### config.mk
export PLATFORM = sky130hd
export DESIGN_NAME = game_round_ctrl
export DESIGN_NICKNAME = d
export VERILOG_FILES = /design/src/rtl/game_round_ctrl.sv
export SDC_FILE = /design/constraint.sdc
export NUM_CORES = 1
export LEC_CHECK = 0
export BUFFER_PORTS_ARGS = -buffer_cell sky130_fd_sc_hd__buf_2
export CORE_MARGIN = 10
export CORE_UTILIZATION = 30
export DETAILED_ROUTE_END_ITERATION = 10
export GPL_TIMING_DRIVEN = 1
export HOLD_SLACK_MARGIN = 0.03
export REMOVE_ABC_BUFFERS = 1
export SETUP_SLACK_MARGIN = 0.1
export SLEW_MARGIN = 20
export SYNTH_ARGS = -nofsm -noshare
export SYNTH_HDL_FRONTEND = slang
export SYNTH_SLANG_ARGS = --single-unit
export TNS_END_PERCENT = 50
### constraint.sdc
create_clock -name clk_pix -period 6.8 [get_ports clk_pix]
set_clock_uncertainty 0.1 [all_clocks]
set_input_delay 0 -clock clk_pix [delete_from_list [all_inputs] [get_ports clk_pix]]
set_output_delay 0 -clock clk_pix [all_outputs]
set_load 0.005 [all_outputs]
### src/rtl/game_round_ctrl.sv
// game_round_ctrl: attract -> countdown -> fight -> round-over -> match-over sequencer for footies.
// Optional fight pause is built in when GAME_PAUSE_EN is defined.
module game_round_ctrl #(
    parameter int unsigned FRAMES_PER_SEC = 60,
    parameter int unsigned COUNTDOWN_SECS = 3,
    parameter int unsigned ROUND_TIME     = 60,
    parameter int unsigned WIN_ROUNDS     = 2,
    parameter int unsigned OVER_FRAMES    = 120
) (
    input  logic       clk_pix,
    input  logic       sim_rst_n,
    input  logic       frame_tick,
    input  logic       btn_fire,
    input  logic       hit_p1,
    input  logic       hit_p2,
    output logic [2:0] game_state,
    output logic       play_en,
    output logic [1:0] countdown,
    output logic [6:0] round_timer,
    output logic [1:0] p1_rounds,
    output logic [1:0] p2_rounds,
    output logic [1:0] round_winner,
    output logic       new_round,
    output logic       paused
);
    localparam int unsigned FW = (FRAMES_PER_SEC > 1) ? $clog2(FRAMES_PER_SEC) : 1;

    typedef enum logic [2:0] {
        S_IDLE       = 3'd0,
        S_COUNTDOWN  = 3'd1,
        S_FIGHT      = 3'd2,
        S_ROUND_OVER = 3'd3,
        S_MATCH_OVER = 3'd4
    } state_t;

    state_t        state_q, state_d;
    logic [FW-1:0] frame_cnt_q, frame_cnt_d;
    logic [7:0]    over_cnt_q, over_cnt_d;
    logic          fire_q, armed_q;
    logic          fire_rise, sec_tick, round_end, pause_q;
    logic          play_en_d, new_round_d;
    logic [1:0]    countdown_d, p1_d, p2_d, winner_d;
    logic [6:0]    timer_d;
`ifdef GAME_PAUSE_EN
    logic          pause_d;
`endif

    // armed_q masks the first cycle after reset so a held button gives no edge
    assign fire_rise  = btn_fire & ~fire_q & armed_q;
    assign sec_tick   = frame_tick && (frame_cnt_q == FW'(FRAMES_PER_SEC - 1));
    assign game_state = state_q;
    assign paused     = pause_q;

    always_comb begin
        state_d     = state_q;
        frame_cnt_d = frame_cnt_q;
        over_cnt_d  = over_cnt_q;
        play_en_d   = play_en;
        countdown_d = countdown;
        timer_d     = round_timer;
        p1_d        = p1_rounds;
        p2_d        = p2_rounds;
        winner_d    = round_winner;
        new_round_d = 1'b0;
        round_end   = 1'b0;
`ifdef GAME_PAUSE_EN
        pause_d     = pause_q;
`endif
        if ((state_q == S_COUNTDOWN || state_q == S_FIGHT) && frame_tick && !pause_q)
            frame_cnt_d = sec_tick ? '0 : frame_cnt_q + FW'(1);

        case (state_q)
            S_IDLE: begin
                if (fire_rise) begin
                    p1_d        = '0;
                    p2_d        = '0;
                    winner_d    = '0;
                    countdown_d = 2'(COUNTDOWN_SECS);
                    frame_cnt_d = '0;
                    new_round_d = 1'b1;
                    state_d     = S_COUNTDOWN;
                end
            end
            S_COUNTDOWN: begin
                if (sec_tick) begin
                    if (countdown == 2'd1) begin
                        countdown_d = '0;
                        timer_d     = 7'(ROUND_TIME);
                        play_en_d   = 1'b1;
                        frame_cnt_d = '0;
                        state_d     = S_FIGHT;
                    end else begin
                        countdown_d = countdown - 2'd1;
                    end
                end
            end
            S_FIGHT: begin
                if (!pause_q) begin
                    round_end = 1'b1;
                    if (hit_p1 && hit_p2) begin
                        winner_d = 2'd3;
                    end else if (hit_p1) begin
                        winner_d = 2'd1;
                        if (p1_rounds < 2'(WIN_ROUNDS)) p1_d = p1_rounds + 2'd1;
                    end else if (hit_p2) begin
                        winner_d = 2'd2;
                        if (p2_rounds < 2'(WIN_ROUNDS)) p2_d = p2_rounds + 2'd1;
                    end else if (sec_tick && round_timer == 7'd1) begin
                        timer_d  = '0;
                        winner_d = 2'd3;
                    end else begin
                        round_end = 1'b0;
                        if (sec_tick) timer_d = round_timer - 7'd1;
`ifdef GAME_PAUSE_EN
                        if (fire_rise) begin
                            pause_d   = 1'b1;
                            play_en_d = 1'b0;
                        end
`endif
                    end
                    if (round_end) begin
                        play_en_d  = 1'b0;
                        over_cnt_d = '0;
                        state_d    = S_ROUND_OVER;
                    end
                end
`ifdef GAME_PAUSE_EN
                else if (fire_rise) begin
                    pause_d   = 1'b0;
                    play_en_d = 1'b1;
                end
`endif
            end
            S_ROUND_OVER: begin
                if (frame_tick) begin
                    over_cnt_d = over_cnt_q + 8'd1;
                    if (over_cnt_q == 8'(OVER_FRAMES - 1)) begin
                        if (p1_rounds == 2'(WIN_ROUNDS) || p2_rounds == 2'(WIN_ROUNDS)) begin
                            state_d = S_MATCH_OVER;
                        end else begin
                            winner_d    = '0;
                            countdown_d = 2'(COUNTDOWN_SECS);
                            frame_cnt_d = '0;
                            new_round_d = 1'b1;
                            state_d     = S_COUNTDOWN;
                        end
                    end
                end
            end
            S_MATCH_OVER: begin
                if (fire_rise) begin
                    winner_d = '0;
                    state_d  = S_IDLE;
                end
            end
            default: begin
                play_en_d = 1'b0;
                state_d   = S_IDLE;
            end
        endcase
    end

    always_ff @(posedge clk_pix or negedge sim_rst_n) begin
        if (!sim_rst_n) begin
            state_q      <= S_IDLE;
            frame_cnt_q  <= '0;
            over_cnt_q   <= '0;
            fire_q       <= 1'b0;
            armed_q      <= 1'b0;
            play_en      <= 1'b0;
            countdown    <= '0;
            round_timer  <= '0;
            p1_rounds    <= '0;
            p2_rounds    <= '0;
            round_winner <= '0;
            new_round    <= 1'b0;
        end else begin
            state_q      <= state_d;
            frame_cnt_q  <= frame_cnt_d;
            over_cnt_q   <= over_cnt_d;
            fire_q       <= btn_fire;
            armed_q      <= 1'b1;
            play_en      <= play_en_d;
            countdown    <= countdown_d;
            round_timer  <= timer_d;
            p1_rounds    <= p1_d;
            p2_rounds    <= p2_d;
            round_winner <= winner_d;
            new_round    <= new_round_d;
        end
    end

`ifdef GAME_PAUSE_EN
    // pause only ever set inside FIGHT; every FIGHT exit goes through round_end
    always_ff @(posedge clk_pix or negedge sim_rst_n) begin
        if (!sim_rst_n) pause_q <= 1'b0;
        else            pause_q <= round_end ? 1'b0 : pause_d;
    end
`else
    assign pause_q = 1'b0;
`endif

endmodule

# [Word level (Yosys, flattened, before mapping)]
# Index checks and enable logic that the tools add are counted.
[op_classes] bitwise=4 magnitude_cmp=2 reduce_logical=22 eq_ne=28 muxes=68 addsub=6
[ops] operator="two-way mux 7 bit" count=7
[ops] operator="two-way mux 6 bit" count=8
[ops] operator="two-way mux 2 bit" count=21
[ops] operator="two-way mux 3 bit" count=8
[ops] operator="!= test 2 bit (second input constant)" count=11
[ops] operator="one-hot mux 6 bit (3 select lines)" count=1
[ops] operator="AND reduction 6 bit" count=3
[ops] operator="two-way mux 8 bit" count=2
[ops] operator="one-hot mux 8 bit (2 select lines)" count=1
[ops] operator="one-hot mux 3 bit (5 select lines)" count=1
[ops] operator="one-hot mux 7 bit (2 select lines)" count=1
[ops] operator="AND reduction 7 bit" count=2
[ops] operator="two-way mux 1 bit" count=12
[ops] operator="one-hot mux 2 bit (3 select lines)" count=2
[ops] operator="!= test 2 x 1 -> 1 bit (second input constant)" count=5
[ops] operator="adder 8 x 1 -> 8 bit (second input constant)" count=1
[ops] operator="== test 8 x 7 -> 1 bit (second input constant)" count=1
[ops] operator="one-hot mux 2 bit (2 select lines)" count=2
[ops] operator="== test 7 x 1 -> 1 bit (second input constant)" count=1
[ops] operator="subtractor 7 x 1 -> 7 bit (second input constant)" count=1
[ops] operator="adder 6 x 1 -> 6 bit (second input constant)" count=1
[ops] operator="== test 3 x 2 -> 1 bit (second input constant)" count=2
[ops] operator="== test 6 bit (second input constant)" count=1
[ops] operator="nonzero test 2 bit" count=3
[ops] operator="other kinds (22)" count=32
[word_totals] elab_cells=142 register_bits=36 out_inout_bits=21

# [Depth between registers and ports, before layout]
[depth] word_depth=10 ltp_mapped=8 ltp_nobuf=7

# [Least setup slack after synthesis]
# OpenSTA, ideal clock, no wires.
[synth_timing] path_type="register -> register" from="register round_timer[1]" to="register round_winner[0]" synth_period_minus_slack_ps=2525 path_slack_ps=4275 t_arrival_ps=2304 path_buffers=1 required_ps=6579 setup_ps=121 path_stages_with_launch=9 path_cell_list="dfrtp_1 -> inv_1 -> ha_1 -> or3b_1 -> or4_4 -> buf_6 -> and3_4 -> or3_4 -> a22o_1"
[synth_via] elab_chain_cells=4
[synth_rtl] item="from (decl)" line="19" text="output logic [6:0] round_timer,"
[synth_rtl] item="from (signal assigned)" line="185" text="round_timer <= timer_d;"
[synth_rtl] item="== test 7 x 1 -> 1 bit" line="108" text="end else if (sec_tick && round_timer == 7'd1) begin"
[synth_rtl] item="logical AND 1 bit" line="108"
[synth_rtl] item="!= test 5 x 3 -> 1 bit (no line)"
[synth_rtl] item="AND reduction 6 bit (no line)"
[synth_rtl] item="to (signal assigned)" line="188" text="round_winner <= winner_d;"
[synth_rtl] item="to (decl)" line="22" text="output logic [1:0] round_winner,"
# No other way between the ends.
# A chain may end at the register's enable or synchronous reset.

# [Worst setup path in the final report]
[layout_timing] from="register state_q[0], in the netlist game_state[0]" to="register round_timer[6]"
[layout_via] elab_chain_cells=3
[layout_rtl] item="from (decl)" line="36" text="state_t state_q, state_d;"
[layout_rtl] item="from (signal assigned)" line="178" text="state_q <= state_d;"
[layout_rtl] item="== test 3 x 2 -> 1 bit or == test 3 x 1 -> 1 bit (tied branches)" line="72" text="case (state_q)"
[layout_rtl] item="!= test 3 x 2 -> 1 bit (no line) (tied with other cells)"
[layout_rtl] item="AND reduction 7 bit (no line)"
# Several ways; a longest one is shown, not always the timed one.

==> run_results.csv <==
group,metric,value,unit
placed_design,dp.cells,322,
setup_path,start_kind,"register",
setup_path,reg2reg_depth,5,
logic_synthesis,ys.flop_type,"dfrtp_1",
cts,cts_tree,"yes",
logic_synthesis,synth-seq-area-share,44.0,%
cts,path_clk_slew,70,ps
cts,worstSkewPairLatency,280,ps
cts,cts.htree.levels,2,
finish,finalNonFillerCells,334,
setup_path,endpoint_kind,"register",
finish,area_delta_synth_final,15.0,%
die,core_region_area,0.00672,mm2
die,die-area,0.0105,mm2
detailed_routing,drtPass1Iterations,4,
setup_path,required,6880,ps
detailed_routing,via_count,1714,
setup_path,reg2reg_to,"round_timer[6]",
power,vdd_drop_max,0.0000965,V
sta,tightest_slew,826,ps
finish,layout-drive-gt1-share,15.4,%
power,p_per_area,213,mW/mm2
setup_path,worstReg2RegStart,"game_state[0]",
sta,setup_slack,4060,ps
sta,maxSlewHeadroom,44.9,%
sta,fin_hold_ws,251,ps
setup_path,crit_type,"reg2reg",
logic_synthesis,async_flop_share,100,%
die,ios,27,
sta,timing.final.crit_share,40.3,%
die,fp-row-count,30,
grt,grt_usage,10.1,%
logic_synthesis,synth_area,0.00205,mm2
setup_path,crit_slowest_cell,"nor3_1",
finish,final_nets,267,
placed_design,post-place-ws,4100,ps
finish,nFillCells,689,
detailed_routing,antenna_left,0,
detailed_routing,drcViolationCount,0,
cts,cts_buffers,5,
cts,cts.sinks,36,
sta,fin_setup_tns,0,ps
grt,grt_pass1_vias,1666,
cts,clockBufferDepth,2,
setup_path,cpMostUsedCell,"or3_1",
grt,grt_pass1_wl,8490,um
detailed_routing,via_per_inst,5.13,
sta,slew_viol_final,0,
detailed_routing,drt_iter0_drc,118,
cts,cts-root-buf,"clkbuf_8",
run_status,status,"completed",
sta,hold_viol,0,
setup_path,worstPathCellList,"nor3_1, a21oi_1, or3_1, or3_1, o31ai_1",
placed_design,dpl.hpwl,3660,um
sta,period_needed,2740,ps
detailed_routing,wl_per_cell,15.0,um
sta,setup_viol_count_final,0,
die,initial_core_util,30.4,%
grt,overflow,0,
placed_design,port_buffers,25,
setup_path,rrSetupSlack,4060,ps
logic_synthesis,synth_cell_type_count,50,
cts,postCtsSetupBuffers,0,
detailed_routing,drt_wl_total,5010,um
logic_synthesis,ys_seq_elements,36,
setup_path,path_max_fanout,21,
grt,grt_max_degree,37,
hold_path,worstHoldPathType,"in2async",
logic_synthesis,syn_area_per_cell,9.05,um2
sta,max_freq,365,MHz
power,p_leak,1.04,nW
die,dieHeight,103,um
sta,rsz0062_at_grt,"false",
placed_design,finalWeightedCongestion,0.822,
logic_synthesis,ys_warn_count,0,
finish,fin_util,35.0,%
setup_path,worst_ep_arrival_time,2830,ps
finish,diodes,0,
grt,antenna_found_initial,0,
die,die_x,103,um
job,maxCapViolations,0,
logic_synthesis,synthCells,226,
logic_synthesis,synth_edf_count,0,
setup_path,cpPeakStageDelay,720,ps
[synthesized netlist by cell type (2+ instances only)]
cell type  count  share of area, %
nor3_1         9               2.2
xnor2_1        5               2.1
clkbuf_1       6               1.1
a211oi_1       3               1.1
o21ai_0       21               5.1
a22o_1         2              0.86
or3_4          2               1.1
and3_1         3              0.92
nor2_1        29               5.3
o211ai_1       3               1.1
a31oi_1        3              0.92
o31ai_1        5               1.8
xor2_1         6               2.6
conb_1         2              0.37
inv_1          9               1.7
nand4_1        2              0.61
and2_1         2              0.61
dfrtp_1       36                44
nand2_1       12               2.2
o41ai_1        2              0.86
or3_1          4               1.2
nor3b_1        2              0.73
a21oi_1       10               2.4
nand3b_1       3               1.1
nand2b_1       5               1.5
nand3_1       10               2.4
ha_1           7               4.3
[worst max path at each step]
stage | from | to | cells after the start
2_1_floorplan | round_timer[1] | round_winner[0] | 7
3_3_place_gp | round_timer[1] | round_winner[0] | 7
3_5_place_dp | game_state[0] | round_timer[6] | 5
4_1_cts | game_state[0] | round_timer[6] | 5
5_1_grt | game_state[0] | round_timer[0] | 5
6_report | game_state[0] | round_timer[6] | 5
[layout make-up]
type	instances	area (um2)	share of cell area, %
clock buffers	6	72.6	3.09
multi-input cells	172	1060	45.3
inverters	9	33.8	1.44
flip-flops and latches	36	901	38.3
well taps	80	100	4.26
clock inverters	1	5.00	0.213
repair buffers	30	175	7.45
[sequential cells by signal, summed over array words and instances, names as in the netlist]
register	flops
p2_rounds	2
frame_cnt_q	6
round_winner	2
fire_q	1
armed_q	1
p1_rounds	2
play_en	1
over_cnt_q	8
round_timer	7
game_state	3
new_round	1
countdown	2
[cell families after synthesis]
logic type               count (synthesis)  share of synthesized area, %
AND/OR/NAND/NOR                         95                          25.1
AO/OA/AOI/OAI                           57                          17.6
flip-flops                              36                          44.0
buffers and inverters                   18                          3.91
XOR/XNOR                                11                          4.71
adder cells (fa/ha/maj)                  7                          4.28
other                                    2                         0.367
[critical path, delay by kind of cell (launching register included)]
kind	cells	cell delay, ps
flops	1	600
simple gates	3	1590
compound gates	2	350
[power breakdown]
group | switching, W | internal [W] | leakage (nW)
combinational | 0.0000502 | 0.0000442 | 0.544
clock | 0.0000741 | 0.0000697 | 0.0410
sequential | 0.0000258 | 0.000238 | 0.459
[layer usage]
layer / wire [um] / GRT usage [%] / vias up
met2: 2300 / 15.2 / 37
li1: - / - / 865
met3: 230 / 2.82 / 4
met4: 49 / 3.25 / 0
met1: 2430 / 13.7 / 808
met5: 0 / 0 / -
[layout by cell type, fill, tap and decap left out, drive strengths merged, types with 4 or more instances in the layout]
cell and n:
buf 25, a21oi 10, xor2 6, ha 7, dfrtp 36, nor3 9
nand3 10, clkbuf 6, dlygate4sd3 5, nand2 12, nor2 29, inv 9
nand2b 5, xnor2 5, o31ai 5, o21ai 22, or3 6, and3 4
[timing repair]
item                      CTS  global route
hold buffers                5             0
resized for setup           0             0
hold endpoints to repair   40             0
[stage by stage]
step                      area [um2]  power (W)
after floorplan                 2000   0.000327
after global placement          2220   0.000361
after detailed placement        2220   0.000362
after CTS                       2350   0.000509
after global routing            2350   0.000534
final                           2350   0.000502
(Power assumes the default switching activity.)
